[config.mk]
export PLATFORM = sky130hd
export DESIGN_NAME = e203_exu_fpu_fmis_mvsgn
export DESIGN_NICKNAME = d
export VERILOG_FILES = /design/src/rtl/e203_exu_fpu_fmis_mvsgn.sv
export SDC_FILE = /design/constraint.sdc
export NUM_CORES = 1
export LEC_CHECK = 0
export ABC_AREA = 1
export BUFFER_PORTS_ARGS = -buffer_cell sky130_fd_sc_hd__buf_4
export CORE_MARGIN = 5
export CORE_UTILIZATION = 40
export DETAILED_ROUTE_END_ITERATION = 12
export HOLD_SLACK_MARGIN = 0.15
export PLACE_DENSITY = 0.75
export REMOVE_ABC_BUFFERS = 1
export SKIP_CTS_REPAIR_TIMING = 1
export SYNTH_ARGS = -nofsm -noshare
export SYNTH_HDL_FRONTEND = slang
export SYNTH_SLANG_ARGS = --single-unit
[constraint.sdc]
create_clock -name clk -period 1.7 [get_ports clk]
set_input_delay 0.34 -clock clk [delete_from_list [all_inputs] [get_ports clk]]
set_output_delay 0.34 -clock clk [all_outputs]
set_load 0.01 [all_outputs]
[src/rtl/e203_exu_fpu_fmis_mvsgn.sv]
// FPU move / sign-injection unit: FMV.X.W, FMV.W.X, FSGNJ/FSGNJN/FSGNJX.S with NaN-boxing.
// Latency: 1 cycle from issue acceptance to o_valid (registered result, no bypass).
// Backpressure: 2-entry skid buffer; i_ready = (count != 2), independent of o_ready.
module e203_exu_fpu_fmis_mvsgn #(
  parameter int FLEN   = 32,
  parameter int ITAG_W = 4
) (
  input  logic              clk,
  input  logic              rst_n,
  input  logic              i_valid,
  output logic              i_ready,
  input  logic [2:0]        i_op,
  input  logic [FLEN-1:0]   i_rs1,
  input  logic [FLEN-1:0]   i_rs2,
  input  logic [ITAG_W-1:0] i_itag,
  input  logic              i_flush,
  output logic              o_valid,
  input  logic              o_ready,
  output logic [FLEN-1:0]   o_wbck_wdat,
  output logic              o_wbck_ifp,
  output logic [ITAG_W-1:0] o_itag,
  output logic              o_ill
);

  localparam logic [2:0] OP_FMV_X_W = 3'd0;
  localparam logic [2:0] OP_FMV_W_X = 3'd1;
  localparam logic [2:0] OP_FSGNJ   = 3'd2;
  localparam logic [2:0] OP_FSGNJN  = 3'd3;
  localparam logic [2:0] OP_FSGNJX  = 3'd4;

  localparam logic [31:0]     CANON_NAN = 32'h7FC0_0000;
  // Low 32 bits set: OR-ing it in leaves only the box bits to test (all ones for FLEN=32).
  localparam logic [FLEN-1:0] LO_MASK   = FLEN'({32{1'b1}});

  typedef struct packed {
    logic [FLEN-1:0]   data;
    logic              ifp;
    logic              ill;
    logic [ITAG_W-1:0] itag;
  } ent_t;

  logic [31:0] u1;
  logic        u2_sgn;
  ent_t        new_ent;
  ent_t        mem [2];
  ent_t        head;
  logic [1:0]  cnt;
  logic        rptr;
  logic        wptr;
  logic        push;
  logic        pop;

  // Unbox operands; an improperly boxed single reads as the canonical NaN (sign 0).
  always_comb begin
    u1     = (&(i_rs1 | LO_MASK)) ? i_rs1[31:0] : CANON_NAN;
    u2_sgn = (&(i_rs2 | LO_MASK)) ? i_rs2[31]   : CANON_NAN[31];
  end

  // Per-op result formation; FP results are boxed by presetting the upper bits to ones.
  always_comb begin
    new_ent      = '0;
    new_ent.itag = i_itag;
    case (i_op)
      OP_FMV_X_W: begin
        new_ent.data       = {FLEN{i_rs1[31]}};
        new_ent.data[31:0] = i_rs1[31:0];
      end
      OP_FMV_W_X: begin
        new_ent.data       = '1;
        new_ent.data[31:0] = i_rs1[31:0];
        new_ent.ifp        = 1'b1;
      end
      OP_FSGNJ: begin
        new_ent.data       = '1;
        new_ent.data[31:0] = {u2_sgn, u1[30:0]};
        new_ent.ifp        = 1'b1;
      end
      OP_FSGNJN: begin
        new_ent.data       = '1;
        new_ent.data[31:0] = {~u2_sgn, u1[30:0]};
        new_ent.ifp        = 1'b1;
      end
      OP_FSGNJX: begin
        new_ent.data       = '1;
        new_ent.data[31:0] = {u1[31] ^ u2_sgn, u1[30:0]};
        new_ent.ifp        = 1'b1;
      end
      default: begin
        new_ent.ill = 1'b1;
      end
    endcase
  end

  assign i_ready = (cnt != 2'd2);
  assign o_valid = (cnt != 2'd0);
  assign push    = i_valid & i_ready & ~i_flush;
  assign pop     = o_valid & o_ready;

  // Two-entry result buffer; flush empties it and drops any same-cycle input.
  always_ff @(posedge clk or negedge rst_n) begin
    if (!rst_n) begin
      cnt    <= 2'd0;
      rptr   <= 1'b0;
      wptr   <= 1'b0;
      mem[0] <= '0;
      mem[1] <= '0;
    end else if (i_flush) begin
      cnt  <= 2'd0;
      rptr <= 1'b0;
      wptr <= 1'b0;
    end else begin
      if (push) begin
        mem[wptr] <= new_ent;
        wptr      <= ~wptr;
      end
      if (pop) begin
        rptr <= ~rptr;
      end
      cnt <= cnt + {1'b0, push} - {1'b0, pop};
    end
  end

  // Head entry drives the writeback port straight from flops.
  always_comb begin
    head        = mem[rptr];
    o_wbck_wdat = head.data;
    o_wbck_ifp  = head.ifp;
    o_ill       = head.ill;
    o_itag      = head.itag;
  end

endmodule

======== Word-level counts from Yosys, hierarchy flattened ========
Cells that the tools add are included.
storage, ports and cells
  register bits after elaboration ......... 80
  memories ................................ 0
  RAM bits ................................ 0
  bits in read-only memories .............. 0
  input bits .............................. 76
  output and inout bits ................... 40
  latch bits .............................. 0
  logic and storage cells ................. 54
operators by class
  magnitude comparators ................... 3
  muxes and demuxes ....................... 14
  shifts and indexed selects .............. 0
  bitwise logic cells ..................... 10
  div/mod/pow operators ................... 0
  equal/unequal tests ..................... 5
  reduce and logical (&&, ||, !) cells .... 9
  multipliers ............................. 0
  add/sub/neg operators ................... 2
operators by type and width
  operator                                                                      count
  38-bit two-way mux                                                            4
  32-bit case mux with 4 select lines                                           1
  76-bit bitwise mux                                                            1
  38-bit demux with 1-bit select                                                1
  3-bit by 2-bit == test with 1-bit output, second input constant               2
  1-bit two-way mux                                                             6
  2-bit nonzero test                                                            3
  5-bit OR reduction                                                            1
  2-bit >= comparator, second input constant                                    2
  1-bit NOT                                                                     4
  1-bit NOT with 2-bit output                                                   2
  4-bit OR reduction                                                            1
  1-bit AND                                                                     3
  3-bit by 1-bit == test with 1-bit output, second input constant               1
  3-bit == test, second input constant                                          1
  3-bit logical NOT                                                             1
  2-bit by 1-bit adder with 2-bit output                                        1
  2-bit by 1-bit less-than comparator with 1-bit output, second input constant  1
  2-bit two-way mux                                                             1
  2-bit inequality test, second input constant                                  1
  2-bit AND reduction                                                           1
  2-bit OR reduction                                                            1
  2-bit by 1-bit subtractor with 2-bit output                                   1
  1-bit logical AND                                                             1
  1-bit bitwise XOR                                                             1

======== Depth between registers and ports, before layout ========
Gate-level depths: netlist of the first run.
  word-level depth ........................ 6
  depth in mapped cells ................... 10
  depth with buffers taken out ............ 10

======== Worst setup path before layout of the first run ========
Ideal clock, no wire load.
  kind .................................... register to register
  start point ............................. reg cnt[0]
  end point ............................... reg cnt[0]
  library setup time ...................... 0.113 ns
  cell stages (with the launch flop) ...... 10
  arrival time ............................ 1.326 ns
  required time ........................... 1.587 ns
  path slack .............................. 0.261 ns
  path buffers ............................ 0
  cells stage by stage .................... dfrtp_1 inv_1 nand2_1 nand2_1 inv_1 ha_1 inv_1 ha_1 inv_1 nor2_1
RTL lines
  what                                         line  text
  from (decl)                                  47    logic [1:0] cnt;
  from (signal assigned)                       119   cnt <= cnt + {1'b0, push} - {1'b0, pop};
  2-bit nonzero test                           95    assign o_valid = (cnt != 2'd0);
  via o_valid                                  17    output logic o_valid,
  1-bit AND                                    97    assign pop = o_valid & o_ready;
  2-bit by 1-bit subtractor with 2-bit output  119
  2-bit two-way mux                            107   end else if (i_flush) begin
The timed path passes the listed nets, and every way through them passes these cells.
A chain may end at the register's enable or synchronous reset.

======== Worst setup path after layout of the first run ========
  start point ............................. reg rptr
  end point ............................... out o_wbck_wdat[6]
between the ends
  cells in the longest elaborated chain, start to end .. 4
ends and longest elaborated chain
  what                                                   line  text
  from (decl)                                            48    logic rptr;
  from (signal assigned)                                 117   rptr <= ~rptr;
  1-bit NOT with 2-bit output (not written as such)      125   head = mem[rptr];
  38-bit two-way mux (not written as such) (3 in a row)  125
  to (decl)                                              19    output logic [FLEN-1:0] o_wbck_wdat,
Every way passes these cells. The select of a mux whose other input is x is not followed.

==> run summary, run 1 <==
Family with the most delay on the worst path = buffers and inverters
Core ar. = 9280 um^2
Multi-input gate area = 1550 um^2
PD cells = 1630 nW/um^2
Post-route ant nets = 0
Chip Width = 108 um
#FFs+latches synth = 80
Syn Std Cell Area = 3820 um^2
Outcome = completed
Met3 WL = 421 um
First-pass GRT wire length = 14400 um
Peak VDD IR = 0.692 mV
Die area = 11600 um^2
Fin. Hold Viols = 0
Unique masters post-synth = 26
GPL Wtd Cong = 0.701
Setup_tns = 0 ps
Leading cell type in the layout, fill and taps excluded = nand2_1
Critical Path RT = 1360 ps
Fillers = 902
Worst hold slack = 174 ps
Antenna diodes = 0
Final Core Density = 0.519
Period utilization = 0.976
Unrepaired setup endpoints after global routing = true
Actual slew at the worst max-slew pin = 324 ps
Port bufs = 84
Fin nets = 622
Clock Sinks = 80
Kind of end point of the critical path = primary output
CTS Root Cell = clkbuf_8
H-tree levels = 3
Synth area leaders = dfrtp_1, nand2_1, o21ai_1
Die H = 108 um
Routed WL per cell = 12.6 um
DP HPWL = 5810 um
Final min period = 1660 ps
Wire length on met1 = 3840 um
Mapped Avg Cell Area = 8.25 um^2
Max_cap viols = 0
Max-slew headroom at the worst pin = 0.784
CTS buffer count = 9
Layout cell share with drive strength beyond 1 = 0.279
Later-pin clock latency in the skew report = 340 ps
Initial antenna violation count = 0
Area Overhead vs Synth = 26.1%
Fin Clk Skew = 6.25 ps
Total Power = 7.84 mW
Row cnt = 35
Crit path DAT = 1320 ps
GR Util All Layers = 0.155
Leakage = 2.57 nW
CP bufs+invs = 3
Highest clock rate = 603 MHz
DR vias = 3137
First drt pass iteration count = 4
Max Root-Sink Buffers = 2
Met2 WL post-DR = 4180 um
Drt total wl = 8540 um
Total number of yosys warnings = 0
Finish-stage setup viols = 0
Cell count after synthesis = 463
Sequential fraction of the synthesis area = 0.524
Most frequent cells in the layout = nand2_1, buf_4, dfrtp_1, o21ai_1, o21ai_2
Cell mode on critical path = nand2_1
Number of vias per cell = 4.63
Reg area = 2000 um^2
TritonCTS clock tree = done
Pins Over Slew Limit = 0
Setup CP Type = reg2out
Initial Util = 0.412
Synth top area share = 0.524
Detailed Route Iter0 Violations = 155
Worst Path Max Fanout = 22
DR top layer = met4
IO Pins = 116
Largest net degree at the start of global routing = 78
Cell taking the most area after synthesis = dfrtp_1
Hold Path Class = in2reg
Residual DRC count = 0
Gr ovfl total = 0
Startpoint Class = flip-flop
CP cell instances = inv_2, buf_12, nand2_1, nand2_1, buf_4
Vias in the first global route = 3065
Clock slew at reported path FFs = 80 ps
Slowest stage delay, CP = 410 ps
Slowest cell on the critical path = dfrtp_1
-- cells by family after synthesis --
kind of cell               Yosys count  synth area share
xor gates and xnor gates             1           0.00229
AOI/OAI and AO/OA                   77             0.124
adders and majority gates            2           0.00655
buffers and inverters               48            0.0769
DFF                                 80             0.524
and+or+nand+nor                    255             0.266
-- metrics by stage --
stage / area [um^2] / std cells / setup WS, ps
finish: 4820 / 678 / 40.8
global route: 4820 / 678 / -13.6
CTS: 4780 / 677 / -73.1
detailed placement: 4550 / 661 / 186
global placement: 4550 / 661 / 225
floorplan: 3610 / 436 / -530
-- state kept, by name (all words and copies together), names as in the netlist --
| register | count |
|---|---|
| rptr | 1 |
| cnt | 2 |
| mem | 76 |
| wptr | 1 |
-- cell type report --
cell class | instances | share of cell area
multi-input cells | 335 | 0.321
inverters | 21 | 0.0164
repair buffers | 97 | 0.168
clock inverters | 5 | 0.0166
well taps | 129 | 0.0335
clock buffers | 11 | 0.0293
flip-flops and latches | 80 | 0.415
-- per-layer routing --
layer,track usage,vias to the layer above
li1,-,1603
met1,0.196,1459
met2,0.261,66
met3,0.0318,9
met4,0.0541,0
met5,0,-
-- path summary, 6_finish.rpt --
check,startpoint,endpoint,slack (ps),cells after the start
worst min register to register,mem[43]$_DFFE_PN0P_,mem[43]$_DFFE_PN0P_,480,2
worst min-delay path,i_flush,cnt[0]$_DFF_PN0_,170,2
max in group asynchronous,rst_n,mem[6]$_DFFE_PN0P_,780,3
worst max-delay path,rptr$_DFFE_PN0P_,o_wbck_wdat[6],40,5
worst max register to register,cnt[0]$_DFF_PN0_,cnt[0]$_DFF_PN0_,190,9
min in group asynchronous,rst_n,mem[26]$_DFFE_PN0P_,390,2
-- synthesized netlist by cell type, drive strengths merged --
| cell | n |
|---|---|
| nand2 | 244 |
| dfrtp | 80 |
| o21ai | 75 |
| inv | 21 |
| buf | 20 |
| clkbuf | 7 |
| nor2 | 6 |
| nand3 | 4 |
| a21oi | 2 |
| ha | 2 |
| nand4 | 1 |
| xor2 | 1 |
-- power breakdown --
part / switching [mW] / internal (mW) / leakage [nW]
Clock: 0.687 / 0.866 / 0.106
Sequential: 0.443 / 2.70 / 1.03
Combinational: 1.68 / 1.47 / 1.43
Note: power is estimated with default switching activity, not from simulation.
==> run 2, diff against run 1 <==
- BUFFER_PORTS_ARGS: -buffer_cell sky130_fd_sc_hd__buf_4 -> -buffer_cell sky130_fd_sc_hd__buf_2
- PLACE_DENSITY: 0.75 -> 0.63
==> run 2 against run 1 <==
Sequential share of layout area shrank 1.2 points. Via count grew 0.64%. Total power grew 2.9%. Sequential cell count is the same. Utilization grew 1.6 points. Wire length grew 7.0%. Global-route usage grew 0.29 points. Worst hold slack gained 7.1 ps. Clock skew grew 2.9 ps. Clock power shrank 17%. Die area is the same. Critical path depth is the same.
==> run summary, run 2 (same netlist as run 1, synthesis figures left out) <==
Switching Share = 0.389 (was 0.358)
Cell mode on critical path = nand2_2 (was nand2_1)
Leakage = 2.60 nW (was 2.57 nW)
Post-route ant nets = 0 (unchanged)
Net Switching = 3.14 mW (was 2.81 mW)
Finished Layout Cells = 682 (was 678)
Later-pin clock latency in the skew report = 340 ps (about the same)
Initial Util = 0.412 (unchanged)
Max_cap viols = 0 (unchanged)
Routed WL per cell = 13.4 um (was 12.6 um)
Slowest cell on the critical path = dfrtp_2 (was dfrtp_1)
Outcome = completed (unchanged)
Biggest regs = mem (76), cnt (2) (unchanged)
Sequential Power Share = 0.399 (was 0.401)
Port bufs = 84 (unchanged)
Hold path startpoint = i_flush (unchanged)
Leading cell type in the layout, fill and taps excluded = nand2_1 (unchanged)
Residual DRC count = 0 (unchanged)
Antenna diodes = 0 (unchanged)
Row cnt = 35 (unchanged)
Crit path DAT = 1350 ps (was 1320 ps)
Actual slew at the worst max-slew pin = 505 ps (was 324 ps)
GPL Wtd Cong = 0.730 (was 0.701)
P_int = 4.93 mW (was 5.03 mW)
GR Util All Layers = 0.157 (was 0.155)
Slowest stage delay, CP = 430 ps (was 410 ps)
Crit Reg-Reg Endpoint = cnt[1]$_DFF_PN0_ (was cnt[0]$_DFF_PN0_)
Final setup margin = 7.59 ps (was 40.8 ps)
Initial antenna violation count = 0 (unchanged)
Final Core Density = 0.535 (was 0.519)
Die area = 11600 um^2 (unchanged)
DP HPWL = 5750 um (was 5810 um)
Die H = 108 um (unchanged)
Clock power share = 0.159 (was 0.198)
Largest net degree at the start of global routing = 41 (was 78)
Pins Over Slew Limit = 0 (unchanged)
DR vias = 3157 (was 3137)
Setup_tns = 0 ps (unchanged)
Clock Sinks = 80 (unchanged)
Fillers = 896 (was 902)
IO Pins = 116 (unchanged)
Core ar. = 9280 um^2 (unchanged)
TritonCTS clock tree = done (unchanged)
H-tree levels = 3 (unchanged)
Peak VDD IR = 0.580 mV (was 0.692 mV)
Max-slew headroom at the worst pin = 0.663 (was 0.784)
Fin. Hold Viols = 0 (unchanged)
Vias in the first global route = 2974 (was 3065)
R2r setup slk = 240 ps (was 190 ps)
Unrepaired setup endpoints after global routing = true (unchanged)
DP Worst Slack = 198 ps (was 186 ps)
Highest clock rate = 591 MHz (was 603 MHz)
Clock slew at reported path FFs = 90 ps (was 80 ps)
R2R Path Start = cnt[0]$_DFF_PN0_ (unchanged)
Drt total wl = 9140 um (was 8540 um)
Detailed Route Iter0 Violations = 129 (was 155)
Startpoint Class = flip-flop (unchanged)
Kind of end point of the critical path = primary output (unchanged)
Worst hold path depth = 2 (unchanged)
Reg2Reg Depth = 10 (was 9)
First drt pass iteration count = 5 (was 4)
Fin nets = 626 (was 622)
Hold Path Class = in2reg (unchanged)
Area Overhead vs Synth = 30.0% (was 26.1%)
First-pass GRT wire length = 14600 um (was 14400 um)
Period utilization = 0.996 (was 0.976)
Gr ovfl total = 0 (unchanged)
Worst Path Max Fanout = 7 (was 22)
Finish-stage setup viols = 0 (unchanged)
Critical Path RT = 1360 ps (about the same)
CTS buffer count = 9 (unchanged)
Final min period = 1690 ps (was 1660 ps)
Most frequent cells in the layout = nand2_1, dfrtp_1, buf_2, nand2_2, o21ai_1 (was nand2_1, buf_4, dfrtp_1, o21ai_1, o21ai_2)
Max Root-Sink Buffers = 2 (unchanged)
Largest Register = mem (unchanged)
Max reg flops = 76 (unchanged)
Number of vias per cell = 4.63 (about the same)
Layout cell share with drive strength beyond 1 = 0.371 (was 0.279)
CP cell instances = clkinv_4, clkbuf_16, nand2_2, nand2_2, buf_6 (was inv_2, buf_12, nand2_1, nand2_1, buf_4)
Dpl cells = 661 (unchanged)
Worst hold slack = 181 ps (was 174 ps)
Fin Clk Skew = 9.11 ps (was 6.25 ps)
Chip Width = 108 um (unchanged)
PD cells = 1620 nW/um^2 (was 1630 nW/um^2)
CTS Root Cell = clkbuf_8 (unchanged)
Hold Path End = cnt[0]$_DFF_PN0_ (unchanged)
Comb power frac = 0.442 (was 0.401)
Setup CP Type = reg2out (unchanged)
[run 2: worst max-delay path, delay by kind of cell, from the launching register on]
family	cells	cell delay, ps
and+or+nand+nor	2	120
buffers and inverters	3	450
DFF	1	430
[run 2: routing by layer]
metal	global-route usage	vias to the layer above	wire length, um
met5	0	-	0
met2	0.243	72	4200
met1	0.220	1453	4380
li1	-	1625	-
met4	0.0487	0	66
met3	0.0360	7	486
[run 2: area by class of cell]
type,instances,area [um^2],area share
clock buffer,9,124,0.0249
tap,129,161,0.0325
inverter,21,83.8,0.0169
multi-input combinational,335,1730,0.348
clock inverter,7,55.1,0.0111
sequential,80,2000,0.403
timing repair buffer,101,812,0.163
[run 2: worst max path at each step]
stage,from,to,depth (start not counted)
5_1_grt,rptr$_DFFE_PN0P_,o_itag[2],5
3_3_place_gp,i_flush,cnt[0]$_DFF_PN0_,8
4_1_cts,rptr$_DFFE_PN0P_,o_ill,5
2_1_floorplan,cnt[1]$_DFF_PN0_,mem[37]$_DFFE_PN0P_,5
6_report,rptr$_DFFE_PN0P_,o_wbck_wdat[5],5
3_5_place_dp,i_flush,cnt[1]$_DFF_PN0_,9
[run 2: power groups by stage]
stage | registers [mW] | logic (mW) | clock network [mW]
final | 3.22 | 3.56 | 1.28
after global routing | 3.33 | 3.97 | 1.41
after CTS | 3.13 | 2.88 | 1.32
after detailed placement | 3.16 | 2.87 | 0
after global placement | 3.13 | 2.81 | 0
after floorplan | 3.13 | 1.73 | 0
[run 2: stage by stage]
step	power (mW)	instance area, um^2
floorplan	4.86	3610
global placement	5.94	4380
detailed placement	6.03	4380
CTS	7.34	4560
global route	8.71	4970
finish	8.07	4970
==> run 3, diff against run 2 <==
- CELL_PAD_IN_SITES_DETAIL_PLACEMENT: not set -> 2
- CELL_PAD_IN_SITES_GLOBAL_PLACEMENT: not set -> 2
- CORE_UTILIZATION: 40 -> 29
- PLACE_DENSITY: 0.63 -> 0.77
==> run 3 against run 2 <==
Die area increased by 34%. Clock-buffer cell count up 3. Utilization decreased by 16 points. Largest cell class unchanged. Largest power group unchanged.
==> run summary, run 3 (same netlist as run 1, synthesis figures left out) <==
Startpoint Class = flip-flop (unchanged)
Antenna diodes = 0 (unchanged)
First-pass GRT wire length = 19300 um (was 14600 um)
Die H = 125 um (was 108 um)
Finished Layout Cells = 731 (was 682)
Max-slew headroom at the worst pin = 0.720 (was 0.663)
Kind of end point of the critical path = primary output (unchanged)
Final min period = 1700 ps (was 1690 ps)
Clock power share = 0.229 (was 0.159)
Actual slew at the worst max-slew pin = 419 ps (was 505 ps)
Dpl cells = 712 (was 661)
Cell mode on critical path = nand2_1 (was nand2_2)
Initial Util = 0.292 (was 0.412)
Fin Clk Skew = 5.35 ps (was 9.11 ps)
Drt total wl = 11600 um (was 9140 um)
CTS buffer count = 9 (unchanged)
Hold path startpoint = i_flush (unchanged)
Leading cell type in the layout, fill and taps excluded = nand2_1 (unchanged)
Hold Path Class = in2reg (unchanged)
Slowest cell on the critical path = dfrtp_1 (was dfrtp_2)
Critical Path RT = 1360 ps (about the same)
Area Overhead vs Synth = 28.1% (was 30.0%)
CP cell instances = buf_6, buf_12, nand2_1, nand2_1, buf_2 (was clkinv_4, clkbuf_16, nand2_2, nand2_2, buf_6)
Layout cell share with drive strength beyond 1 = 0.301 (was 0.371)
Total Power = 8.31 mW (was 8.07 mW)
Worst setup startpoint = rptr$_DFFE_PN0P_ (unchanged)
PD cells = 1700 nW/um^2 (was 1620 nW/um^2)
Comb power frac = 0.386 (was 0.442)
Chip Width = 125 um (was 108 um)
Row cnt = 42 (was 35)
Slowest stage delay, CP = 420 ps (was 430 ps)
GR Util All Layers = 0.153 (was 0.157)
Fin. Hold Viols = 0 (unchanged)
GPL Wtd Cong = 0.741 (was 0.730)
Worst Path Max Fanout = 17 (was 7)
Outcome = completed (unchanged)
Worst hold slack = 188 ps (was 181 ps)
Unrepaired setup endpoints after global routing = true (unchanged)
R2R Path Start = cnt[1]$_DFF_PN0_ (was cnt[0]$_DFF_PN0_)
Fin nets = 628 (was 626)
Crit path DAT = 1360 ps (was 1350 ps)
Initial antenna violation count = 0 (unchanged)
DP Worst Slack = 98.2 ps (was 198 ps)
Peak VDD IR = 0.619 mV (was 0.580 mV)
Switching Share = 0.374 (was 0.389)
Number of vias per cell = 4.56 (was 4.63)
Clock Sinks = 80 (unchanged)
Gr ovfl total = 0 (unchanged)
Setup CP Type = reg2out (unchanged)
Routed WL per cell = 15.8 um (was 13.4 um)
Post-route ant nets = 0 (unchanged)
DR vias = 3334 (was 3157)
TritonCTS clock tree = done (unchanged)
Later-pin clock latency in the skew report = 340 ps (about the same)
P_int = 5.20 mW (was 4.93 mW)
CTS Root Cell = clkbuf_16 (was clkbuf_8)
Vias in the first global route = 3864 (was 2974)
Detailed Route Iter0 Violations = 111 (was 129)
IO Pins = 116 (unchanged)
Final setup margin = 2.76 ps (was 7.59 ps)
Port bufs = 84 (unchanged)
Sequential Power Share = 0.385 (was 0.399)
Period utilization = 0.998 (was 0.996)
Highest clock rate = 589 MHz (was 591 MHz)
H-tree levels = 3 (unchanged)
Residual DRC count = 0 (unchanged)
Final Core Density = 0.374 (was 0.535)
Max reg flops = 76 (unchanged)
Largest Register = mem (unchanged)
Most frequent cells in the layout = nand2_1, dfrtp_1, buf_2, o21ai_1, nand2_2 (was nand2_1, dfrtp_1, buf_2, nand2_2, o21ai_1)
Core ar. = 13100 um^2 (was 9280 um^2)
DP HPWL = 7990 um (was 5750 um)
Pins Over Slew Limit = 0 (unchanged)
Max Root-Sink Buffers = 2 (unchanged)
Net Switching = 3.11 mW (was 3.14 mW)
Die area = 15600 um^2 (was 11600 um^2)
Clock slew at reported path FFs = 60 ps (was 90 ps)
First drt pass iteration count = 4 (was 5)
Finish-stage setup viols = 0 (unchanged)
Biggest regs = mem (76), cnt (2) (unchanged)
Leakage = 2.62 nW (was 2.60 nW)
Largest net degree at the start of global routing = 78 (was 41)
Max_cap viols = 0 (unchanged)
-- run 3: changes by cell type in the layout (fill, tap and decap cells not counted), moves of 4 or more --
cell / before / now
nand2_1: 184 / 220
nand2_2: 46 / 23
buf_6: 19 / 5
nand2_4: 14 / 1
buf_2: 67 / 79
clkbuf_8: 9 / 0
clkbuf_16: 3 / 10
buf_4: 3 / 7
-- run 3: final cells by class --
type	instances	area, um^2
Clock buffer	12	236
Clock inverter	4	45.0
Fill cell	1460	8190
Inverter	21	81.3
Multi-Input combinational cell	335	1570
Sequential cell	80	2000
Tap cell	176	220
Timing Repair Buffer	103	739
-- run 3: layer usage --
metal	up-vias	wire (um)	global-route usage
met5	-	0	0
met4	0	187	0.0561
met3	14	389	0.0309
met2	58	5840	0.263
met1	1636	5170	0.190
li1	1626	-	-
-- run 3: final timing paths --
path	end	slack, ps	cells after the start
worst max-delay path	o_wbck_wdat[25]	3	5
worst min-delay path	cnt[0]$_DFF_PN0_	190	2
worst max register to register	cnt[1]$_DFF_PN0_	170	9
worst min register to register	mem[5]$_DFFE_PN0P_	480	2
max in group asynchronous	mem[61]$_DFFE_PN0P_	710	3
min in group asynchronous	cnt[0]$_DFF_PN0_	450	2
-- run 3: worst max-delay path, delay by kind of cell (launching register included) --
| kind | cells | cell delay (ps) |
|---|---|---|
| simple gates | 2 | 160 |
| buf+inv | 3 | 430 |
| flops | 1 | 420 |
-- run 3: through the flow --
stage	instance area, um^2	TNS [ps]
2_1_floorplan	3610	-39000
3_3_place_gp	4470	0
3_5_place_dp	4470	0
4_1_cts	4750	-2780
5_1_grt	4890	-1060
6_report	4890	0
-- run 3: power groups by stage --
stage	clock [mW]	combinational [mW]	sequential [mW]
after floorplan	0	1.73	3.13
after global placement	0	2.86	3.14
after detailed placement	0	3.03	3.21
after CTS	1.96	3.05	3.19
after global routing	2.06	3.61	3.30
final	1.90	3.21	3.20
